<file path="src/rtl/pmem_loader.sv">
// Boot-time program loader: receives a length-prefixed byte image, assembles
// little-endian 32-bit words, writes them to program memory from address 0,
// and releases the core from reset once the whole image is in place.
// Optional trailing-checksum verification is enabled by PMEM_LOADER_CHECKSUM_EN.
module pmem_loader #(
    parameter int unsigned AddrWidth = 16
) (
    input  logic                 clk_i,
    input  logic                 rst_i,
    input  logic                 byte_valid_i,
    input  logic [7:0]           byte_data_i,
    output logic                 byte_ready_o,
    input  logic                 start_i,
    output logic                 pmem_we_o,
    output logic [AddrWidth-1:0] pmem_waddr_o,
    output logic [31:0]          pmem_wdata_o,
    output logic                 core_rst_no,
    output logic                 done_o,
    output logic                 error_o
);

    localparam int unsigned ILen     = 32;
    localparam int unsigned AsmW     = ILen - 8;
    localparam int unsigned CntW     = 16;
    localparam int unsigned WordIdxW = AddrWidth - 2;
    localparam int unsigned MaxWords = 2 ** (AddrWidth - 2);

`ifdef PMEM_LOADER_CHECKSUM_EN
    typedef enum logic [2:0] {
        S_IDLE, S_LEN0, S_LEN1, S_DATA, S_CSUM, S_DONE, S_ERROR
    } state_e;
`else
    typedef enum logic [2:0] {
        S_IDLE, S_LEN0, S_LEN1, S_DATA, S_DONE, S_ERROR
    } state_e;
`endif

    state_e                state_q, state_d;
    logic [CntW-1:0]       count_q, count_d;
    logic [WordIdxW-1:0]   word_idx_q, word_idx_d;
    logic [1:0]            byte_idx_q, byte_idx_d;
    logic [AsmW-1:0]       asm_q, asm_d;
    logic                  we_q, we_d;
    logic [AddrWidth-1:0]  waddr_q, waddr_d;
    logic [ILen-1:0]       wdata_q, wdata_d;
    logic                  core_rst_n_q, core_rst_n_d;
    logic                  done_q, done_d;
    logic                  error_q, error_d;
`ifdef PMEM_LOADER_CHECKSUM_EN
    logic [7:0]            csum_q, csum_d;
`endif

    logic                  accept_c;
    logic [CntW-1:0]       len_c;
    logic                  last_word_c;
    state_e                end_state_c;

    // Loader takes bytes only while parsing the length, data or checksum.
`ifdef PMEM_LOADER_CHECKSUM_EN
    assign byte_ready_o = (state_q == S_LEN0) || (state_q == S_LEN1) ||
                          (state_q == S_DATA) || (state_q == S_CSUM);
    assign end_state_c  = S_CSUM;
`else
    assign byte_ready_o = (state_q == S_LEN0) || (state_q == S_LEN1) ||
                          (state_q == S_DATA);
    assign end_state_c  = S_DONE;
`endif

    assign accept_c    = byte_valid_i && byte_ready_o;
    assign len_c       = {byte_data_i, count_q[7:0]};
    assign last_word_c = (32'(word_idx_q) == (32'(count_q) - 32'd1));

    assign pmem_we_o    = we_q;
    assign pmem_waddr_o = waddr_q;
    assign pmem_wdata_o = wdata_q;
    assign core_rst_no  = core_rst_n_q;
    assign done_o       = done_q;
    assign error_o      = error_q;

    // Next-state, datapath and registered-output logic.
    always_comb begin
        state_d      = state_q;
        count_d      = count_q;
        word_idx_d   = word_idx_q;
        byte_idx_d   = byte_idx_q;
        asm_d        = asm_q;
        we_d         = 1'b0;
        waddr_d      = waddr_q;
        wdata_d      = wdata_q;
        core_rst_n_d = 1'b0;
        done_d       = 1'b0;
        error_d      = 1'b0;
`ifdef PMEM_LOADER_CHECKSUM_EN
        csum_d       = csum_q;
        if (accept_c) begin
            csum_d = csum_q + byte_data_i;
        end
`endif

        case (state_q)
            S_IDLE: begin
                state_d = S_LEN0;
            end
            S_LEN0: begin
                if (accept_c) begin
                    count_d = {count_q[15:8], byte_data_i};
                    state_d = S_LEN1;
                end
            end
            S_LEN1: begin
                if (accept_c) begin
                    count_d = len_c;
                    if (32'(len_c) > MaxWords) begin
                        state_d = S_ERROR;
                    end else if (len_c == '0) begin
                        state_d = end_state_c;
                    end else begin
                        state_d = S_DATA;
                    end
                end
            end
            S_DATA: begin
                if (accept_c) begin
                    if (byte_idx_q == 2'd3) begin
                        we_d       = 1'b1;
                        wdata_d    = {byte_data_i, asm_q};
                        waddr_d    = {word_idx_q, 2'b00};
                        word_idx_d = word_idx_q + WordIdxW'(1);
                        byte_idx_d = 2'd0;
                        if (last_word_c) begin
                            state_d = end_state_c;
                        end
                    end else begin
                        asm_d[{byte_idx_q, 3'b000} +: 8] = byte_data_i;
                        byte_idx_d = byte_idx_q + 2'd1;
                    end
                end
            end
`ifdef PMEM_LOADER_CHECKSUM_EN
            S_CSUM: begin
                if (accept_c) begin
                    if (8'(csum_q + byte_data_i) == 8'h00) begin
                        state_d = S_DONE;
                    end else begin
                        state_d = S_ERROR;
                    end
                end
            end
`endif
            S_DONE, S_ERROR: begin
                if (start_i) begin
                    state_d    = S_LEN0;
                    count_d    = '0;
                    word_idx_d = '0;
                    byte_idx_d = '0;
                    asm_d      = '0;
`ifdef PMEM_LOADER_CHECKSUM_EN
                    csum_d     = '0;
`endif
                end else if (state_q == S_DONE) begin
                    done_d       = 1'b1;
                    core_rst_n_d = 1'b1;
                end else begin
                    error_d = 1'b1;
                end
            end
            default: begin
                state_d = S_IDLE;
            end
        endcase
    end

    // State and output registers with asynchronous reset.
    always_ff @(posedge clk_i or posedge rst_i) begin
        if (rst_i) begin
            state_q      <= S_IDLE;
            count_q      <= '0;
            word_idx_q   <= '0;
            byte_idx_q   <= '0;
            asm_q        <= '0;
            we_q         <= 1'b0;
            waddr_q      <= '0;
            wdata_q      <= '0;
            core_rst_n_q <= 1'b0;
            done_q       <= 1'b0;
            error_q      <= 1'b0;
`ifdef PMEM_LOADER_CHECKSUM_EN
            csum_q       <= '0;
`endif
        end else begin
            state_q      <= state_d;
            count_q      <= count_d;
            word_idx_q   <= word_idx_d;
            byte_idx_q   <= byte_idx_d;
            asm_q        <= asm_d;
            we_q         <= we_d;
            waddr_q      <= waddr_d;
            wdata_q      <= wdata_d;
            core_rst_n_q <= core_rst_n_d;
            done_q       <= done_d;
            error_q      <= error_d;
`ifdef PMEM_LOADER_CHECKSUM_EN
            csum_q       <= csum_d;
`endif
        end
    end

endmodule
</file>
<file path="config.mk">
export PLATFORM = sky130hd
export DESIGN_NAME = pmem_loader
export DESIGN_NICKNAME = d
export VERILOG_FILES = /design/src/rtl/pmem_loader.sv
export SDC_FILE = /design/constraint.sdc
export NUM_CORES = 1
export LEC_CHECK = 0
export BUFFER_PORTS_ARGS = -buffer_cell sky130_fd_sc_hd__buf_2
export CORE_MARGIN = 10
export CORE_UTILIZATION = 58
export CTS_CLUSTER_DIAMETER = 200
export DETAILED_ROUTE_END_ITERATION = 12
export PLACE_DENSITY = 0.77
export RECOVER_POWER = 100
export SYNTH_ARGS = -nofsm -noshare
export SYNTH_HDL_FRONTEND = slang
export SYNTH_SLANG_ARGS = --single-unit
</file>
<file path="constraint.sdc">
create_clock -name clk_i -period 4.7 [get_ports clk_i]
set_input_delay 0.705 -clock clk_i [delete_from_list [all_inputs] [get_ports clk_i]]
set_output_delay 0.705 -clock clk_i [all_outputs]
set_load 0.01 [all_outputs]
</file>
==> results of run 1 <==
-- cells in the final DEF, fill, tap and decap left out, types with 5 or more instances in the layout --
cell type | synthesis | routed
nor2_1 | 23 | 23
clkbuf_1 | 24 | 54
ha_1 | 7 | 7
inv_1 | 19 | 19
clkbuf_8 | 0 | 9
nand4_1 | 6 | 6
buf_2 | 4 | 11
nor3_1 | 11 | 11
dfrtp_1 | 108 | 108
a21oi_1 | 10 | 10
xor2_1 | 8 | 8
o21ai_0 | 54 | 57
nand3_1 | 16 | 16
nand2_1 | 219 | 219
xnor2_1 | 16 | 16
or3_1 | 5 | 5
-- report_power, final --
group / switching (mW) / internal, mW / total, mW
combinational: 0.618 / 0.375 / 0.993
sequential: 0.225 / 1.16 / 1.38
clock: 0.330 / 0.254 / 0.584
-- layout make-up --
class	instances	area, um^2
Fill cell	764	3110
Sequential cell	108	2700
Multi-Input combinational cell	433	2180
Timing Repair Buffer	67	274
Tap cell	108	135
Clock buffer	10	128
Inverter	20	76.3
Clock inverter	6	72.6
-- kinds of logic after synthesis --
kind of cell	share of synthesized area [%]
AOI/OAI and AO/OA	11.1
buffers and inverters	4.57
DFF	52.8
and+or+nand+nor	25.6
adders and majority gates	1.71
other	0.0732
xor gates and xnor gates	4.10
-- sequential cells by signal (all words and copies together) (netlist names) --
signal,flops
byte_idx_q,2
done_o,1
pmem_wdata_o,32
asm_q,24
error_o,1
pmem_we_o,1
word_idx_q,14
count_q,16
pmem_waddr_o,14
state_q,3
-- worst max path at each step --
stage | slack (ps) | cells after the start | end | from
after floorplan | 1150 | 1 | asm_q[0] | rst_i
after global placement | 2160 | 8 | state_q[0] | count_q[0]
after detailed placement | 2050 | 8 | state_q[0] | count_q[0]
after CTS | 2040 | 8 | state_q[0] | count_q[0]
after global routing | 970 | 3 | count_q[0] | rst_i
final | 1470 | 7 | word_idx_q[2] | state_q[2]
-- routing by layer --
metal	vias to the layer above	routed length (um)	GRT usage (%)
met5	-	0	0
met2	134	5500	30.1
met1	1979	5360	24.5
met3	27	731	3.67
met4	0	287	7.52
li1	2047	-	-
-- worst max-delay path, cell delays in order (launching register included) --
cell and delay (ps):
dfrtp_1 530, nand4b_1 330, or2_2 350, inv_1 100
clkbuf_1 1440, o22ai_1 140, nand2_1 140, o21ai_0 80
-- metrics by stage --
step	util [%]	total power, mW	cells	cell area [um^2]
after floorplan	-	2.12	597	5120
after global placement	62.8	2.37	736	5450
after detailed placement	62.8	2.43	736	5450
after CTS	65.1	3.00	752	5650
after global routing	64.1	3.19	752	5560
final	64.1	2.96	752	5560
==> flow_metrics.tcl, run 1 <==
set metrics [dict create \
    power_density_nw_per_um2 532 \
    crit_fanout 49 \
    synthTopCellsByCount "219 x nand2_1, 108 x dfrtp_1, 54 x o21ai_0" \
    dp_hpwl_um 8170 \
    seq_area_frac_synth_pct 52.8 \
    worstSetupPathType "register to register" \
    tightest_slew_ps 3130 \
    grt_first_pass_wirelength_um 20400 \
    setup_viol 0 \
    violations "capacitance limit, slew limit" \
    critPathCaptureType "register" \
    startpoint_type "register" \
    htreeDepth 3 \
    post-route-period-util_pct 68.7 \
    worstPathRequired_ps 4940 \
    worstRegToRegCells 7 \
    avgSynthCellArea_um2 8.59 \
    fin_skew_ps 10.8 \
    fin_tns_setup_ps 0 \
    hold_buffers 0 \
    drt_wl_total_um 11900 \
    yosysWarnings 0 \
    r2r-end "word_idx_q[2]" \
    p_leak_nw 2.68 \
    cts_resized 0 \
    via_per_inst 5.57 \
    holdCritStartpoint "asm_q[16]" \
    grt_pass1_vias 4226 \
    clkSlewWorstSetupHoldPaths_ps 110 \
    async_reset_ff_share_pct 100 \
    hold_violations 0 \
    yosysTopAreaCell "dfrtp_1" \
    yosysMostFrequentCell "nand2_1" \
    synthFlopType "dfrtp_1" \
    track_usage_pct 18.8 \
    cts_buffers 9 \
    vdd.ir_drop.worst_v 0.000312 \
    vias 4187 \
    hold_ws_ps 475 \
    ys_types 55 \
    synth-edff-count 0 \
    drive_gt1_share_pct 5.28 \
    worstPathArrival_ps 3470 \
    gp_congestion 0.954 \
    r2r_slack_ps 1470 \
    fp.dieW_um 114 \
    synth_area_leaders "dfrtp_1 53%, nand2_1 16%, o21ai_0 5.3%" \
    ant_nets 0 \
    slew_headroom_pct -110 \
    maxCapViolations 3 \
    final_max_slew_viol_count 177 \
    hp-class "register to register" \
    final_nets 658 \
    wl_per_cell_um 15.8 \
    synth_top_area_share_pct 52.8 \
    ios 65 \
    core_area_um2 8680 \
    clock-root-buffer "clkbuf_8" \
    post_cts_buffers 0 \
    clk_latency_ps 370 \
    fmax_ghz 0.310 \
    clkSinkCount 108 \
    row_count 34 \
    die_h_um 114 \
    min_path_cells 2 \
    first_pass_iters 5 \
    port_buffers 62 \
    cts_tree "built" \
    netlist_instances 596 \
    n_antenna_cell 0 \
    dieArea_um2 13000 \
    initial_core_util_pct 59.0 \
    dp_slack_ps 2050 \
    rsz0062_at_grt "false" \
    area_delta_synth_final_pct 8.65 \
    outcome "complete, but fails checks" \
    fin_crit_ps 3230 \
    globalRouteOverflowTotal 0 \
    hold_path_end "pmem_wdata_o[16]" \
    route.detailed.drc 0 \
    worst_slack_ps 1470 \
    cts_max_path_buffers 2 \
    syn-cell-area_um2 5120 \
    worst_r2r_startpoint "state_q[2]" \
    first_iter_violations 418 \
    grt_antenna_before_repair 0 \
    grt_max_degree 75 \
    yosys_register_bits 108 \
]
(Power assumes the default switching activity.)
==> run 2: changes to the inputs <==
clock period = 3.1 ns   (was 4.7 ns; I/O delays follow)
==> flow_metrics.tcl, run 2 (synthesis gave the netlist of run 1 again) <==
set metrics [dict create \
    cts_buffers 9 \
    via_per_inst 5.61 \
    power_density_nw_per_um2 818 \
    fin_tns_setup_ps 0 \
    hold_violations 0 \
    ant_nets 0 \
    first_iter_violations 445 \
    track_usage_pct 19.5 \
    rsz0062_at_grt "false" \
    placed_area_um2 5500 \
    ios 65 \
    clkSinkCount 108 \
    final_max_slew_viol_count 36 \
    fill_cells 792 \
    htreeDepth 3 \
    p_leak_nw 2.71 \
    crit_fanout 8 \
    layout_commonest_cell "nand2_1" \
    p_int_mw 2.81 \
    violations "capacitance limit, slew limit" \
    cts_max_path_buffers 2 \
    dieArea_um2 13000 \
    p_comb_share_pct 33.0 \
    drt_wl_total_um 12300 \
    final_nets 661 \
    die_h_um 114 \
    critPathCaptureType "register" \
    fin_crit_ps 2660 \
    power.share.sequential_pct 45.9 \
    clk_latency_ps 370 \
    p_sw_share_pct 38.7 \
    outcome "complete, but fails checks" \
    area_delta_synth_final_pct 9.33 \
    fmax_ghz 0.376 \
    largest_reg_flops 32 \
    wl_per_cell_um 16.3 \
    dp_cells 739 \
    row_count 34 \
    route.detailed.drc 0 \
    worstPathRequired_ps 3350 \
    cts_resized 0 \
    dp_hpwl_um 8530 \
    hold_buffers 0 \
    hold_ws_ps 329 \
    power.switching_mw 1.78 \
    multi_input_area_um2 2180 \
    globalRouteOverflowTotal 0 \
    drive_gt1_share_pct 5.73 \
    worstSetupPathType "register to register" \
    first_pass_iters 5 \
    total_power_mw 4.58 \
    grt_antenna_before_repair 0 \
    maxCapViolations 1 \
    initial_core_util_pct 59.0 \
    fin_skew_ps 15.2 \
    setup_viol 0 \
    clkSlewWorstSetupHoldPaths_ps 110 \
    fp.dieW_um 114 \
    n_antenna_cell 0 \
    dp_slack_ps 473 \
    slew_headroom_pct -9.45 \
    layout_common_cells "219 x nand2_1, 108 x dfrtp_1, 57 x o21ai_0" \
    grt_first_pass_wirelength_um 20900 \
    worstPathArrival_ps 2920 \
    core_area_um2 8680 \
    grt_pass1_vias 4161 \
    cts_tree "built" \
    port_buffers 62 \
    tightest_slew_ps 1630 \
    worst_slack_ps 439 \
    finalInstanceArea_um2 5600 \
    vdd.ir_drop.worst_v 0.000452 \
    post-route-period-util_pct 85.9 \
    post-route-util_pct 64.5 \
    clock-root-buffer "clkbuf_8" \
    hp-class "input pin to register" \
    startpoint_type "register" \
    grt_max_degree 52 \
    vias 4231 \
    final_cells 754 \
    post_cts_buffers 0 \
    register_area_um2 2700 \
    gp_congestion 0.931 \
    p_clk_share_pct 21.1 \
]
## run 2: cell types whose count changed in the layout (fill, tap and decap cells not counted)
cell,previous run,this run
bufinv_16,1,2
clkbuf_1,54,53
clkbuf_2,1,4
clkbuf_8,9,10
clkinvlp_4,2,0
inv_6,0,2
inv_8,2,0
## run 2: worst paths after layout
check / startpoint / endpoint / slack, ps / depth (start not counted)
worst max-delay path: count_q[0] / state_q[0] / 440 / 8
worst min-delay path: start_i / error_o / 330 / 2
worst max register to register: count_q[0] / state_q[0] / 440 / 8
worst min register to register: asm_q[5] / pmem_wdata_o[5] / 470 / 2
max in group asynchronous: rst_i / count_q[1] / 1070 / 3
min in group asynchronous: rst_i / asm_q[7] / 460 / 2
## run 2: final cells by class
type / instances / area share (%)
Tap cell: 108 / 2.41
Timing Repair Buffer: 70 / 5.16
Clock buffer: 10 / 2.46
Clock inverter: 5 / 1.47
Sequential cell: 108 / 48.3
Inverter: 20 / 1.36
Multi-Input combinational cell: 433 / 38.9
## run 2: routing by layer
| metal | GRT usage (%) | wire length, um | up-vias |
|---|---|---|---|
| met1 | 25.0 | 5260 | 2021 |
| met5 | 0 | 0 | - |
| met3 | 4.41 | 1030 | 16 |
| li1 | - | - | 2050 |
| met2 | 31.7 | 5800 | 144 |
| met4 | 6.68 | 187 | 0 |
## run 2: power groups by stage
stage,logic [mW],clock network [mW],registers (mW)
floorplan,1.16,0,2.06
CTS,1.59,0.983,2.10
global placement,1.53,0,2.10
global route,1.73,1.03,2.17
finish,1.51,0.966,2.10
detailed placement,1.58,0,2.12
## run 2: worst max-delay path, cell delays in order (launching register included)
cell and delay (ps):
dfrtp_1 460, inv_1 110, ha_1 310, or4b_1 500, or4_1 490, a2bb2oi_1 190
nand2_1 100, nor4_1 260, a31oi_1 120
==> run 3: changes to the inputs <==
CORE_UTILIZATION = 40   (was 58)
MAX_ROUTING_LAYER = met4   (was default)
PLACE_DENSITY = 0.62   (was 0.77)
==> flow_metrics.tcl, run 3 (synthesis gave the netlist of run 1 again) <==
set metrics [dict create \
    fmax_ghz 0.374 \
    tightest_slew_ps 1680 \
    startpoint_type "register" \
    row_count 41 \
    critPathSlowestCell "or4b_1" \
    grt-busiest-layer "met2" \
    core_area_um2 12600 \
    hold_violations 0 \
    worst_slack_ps 426 \
    slew_headroom_pct -11.9 \
    crit_cells 8 \
    grt_first_pass_wirelength_um 21300 \
    cts_max_path_buffers 2 \
    cts_resized 0 \
    dieArea_um2 17700 \
    globalRouteMet3Util_pct 3.80 \
    post-route-period-util_pct 86.3 \
    vdd.ir_drop.worst_v 0.000479 \
    grt_pass1_vias 4161 \
    layout_commonest_cell "nand2_1" \
    drt_wl_total_um 12700 \
    placed_area_um2 5560 \
    gp_congestion 0.903 \
    r2r_slack_ps 430 \
    largest_reg_flops 32 \
    hp-class "input pin to async pin" \
    path_cells "inv_1, ha_1, or4b_1, or4_1, a2bb2oi_1, nand2_1, nor4_1, a31oi_1" \
    violations "capacitance limit, slew limit" \
    worstPathArrival_ps 2900 \
    rsz0062_at_grt "false" \
    crit_fanout 8 \
    clk_latency_ps 360 \
    outcome "complete, but fails checks" \
    hold_ws_ps 98.4 \
    setup_viol 0 \
    route.detailed.drc 0 \
    fin_tns_setup_ps 0 \
    power_density_nw_per_um2 823 \
    htreeDepth 3 \
    area_delta_synth_final_pct 12.0 \
    cts_buffers 9 \
    cts_tree "built" \
    finalInstanceArea_um2 5730 \
    met1_usage_pct 19.1 \
    fp.dieW_um 133 \
    layout_common_cells "219 x nand2_1, 108 x dfrtp_1, 57 x o21ai_0" \
    crit_family "simple AND/OR/NAND/NOR gates" \
    dp_hpwl_um 8790 \
    worstSetupPathType "register to register" \
    final_max_slew_viol_count 70 \
    globalRouteOverflowTotal 0 \
    n_antenna_cell 0 \
    port_buffers 62 \
    hold_buffers 0 \
    wl_per_cell_um 15.6 \
    slowest_delay_ps 520 \
    fin_skew_ps 9.40 \
    via_per_inst 5.06 \
    first_iter_violations 360 \
    clkSinkCount 108 \
    track_usage_pct 15.1 \
    die_h_um 133 \
    clkSlewWorstSetupHoldPaths_ps 70 \
    grt_antenna_before_repair 0 \
    vias 4138 \
    final_nets 660 \
    worstRegToRegCells 8 \
    fin_crit_ps 2670 \
    dp_slack_ps 477 \
    worstPathRequired_ps 3330 \
    p_leak_nw 2.73 \
    grt_max_degree 70 \
    ant_nets 0 \
    ios 65 \
    initial_core_util_pct 40.7 \
    clock-root-buffer "clkbuf_16" \
    post_cts_buffers 0 \
    first_pass_iters 5 \
    worst-path-buf-inv 1 \
    grtUsageMet2_pct 23.5 \
    maxCapViolations 1 \
    drive_gt1_share_pct 5.42 \
    critPathCaptureType "register" \
]
[run 3: worst paths after layout]
path / endpoint / startpoint
setup / recovery: state_q[0] / count_q[0]
hold / removal: pmem_wdata_o[3] / rst_i
setup reg to reg: state_q[0] / count_q[0]
hold reg to reg: pmem_wdata_o[4] / asm_q[4]
max in group asynchronous: count_q[2] / rst_i
min in group clk_i: error_o / start_i
[run 3: report_power, final]
group | internal (mW) | total [mW] | switching (mW)
clock network | 0.574 | 1.10 | 0.525
logic | 0.570 | 1.51 | 0.943
registers | 1.76 | 2.11 | 0.346
[run 3: area by class of cell]
type / instances / area (um^2)
fill: 1282 / 6830
timing repair buffer: 69 / 284
clock inverter: 4 / 33.8
multi-input combinational: 433 / 2180
tap: 172 / 215
inverter: 20 / 76.3
sequential: 108 / 2700
clock buffer: 12 / 246
[run 3: worst register-to-register path, cell delays in order, from the launching register on]
cell and delay, ps:
dfrtp_1 460, inv_1 110, ha_1 310, or4b_1 520
or4_1 490, a2bb2oi_1 200, nand2_1 100, nor4_1 250
a31oi_1 120
[run 3: routing by layer]
| metal | vias to the layer above | wire length [um] |
|---|---|---|
| met3 | 12 | 628 |
| met2 | 96 | 5980 |
| met4 | 0 | 146 |
| met1 | 1969 | 5990 |
| li1 | 2061 | - |
| met5 | - | 0 |
[run 3: per-stage QoR]
| stage | util (%) | cells | total power, mW |
|---|---|---|---|
| 6_report | 45.6 | 818 | 4.72 |
| 4_1_cts | 46.5 | 818 | 4.82 |
| 3_5_place_dp | 44.2 | 802 | 3.71 |
| 2_1_floorplan | - | 597 | 3.22 |
| 5_1_grt | 45.6 | 818 | 5.10 |
| 3_3_place_gp | 44.2 | 802 | 3.66 |
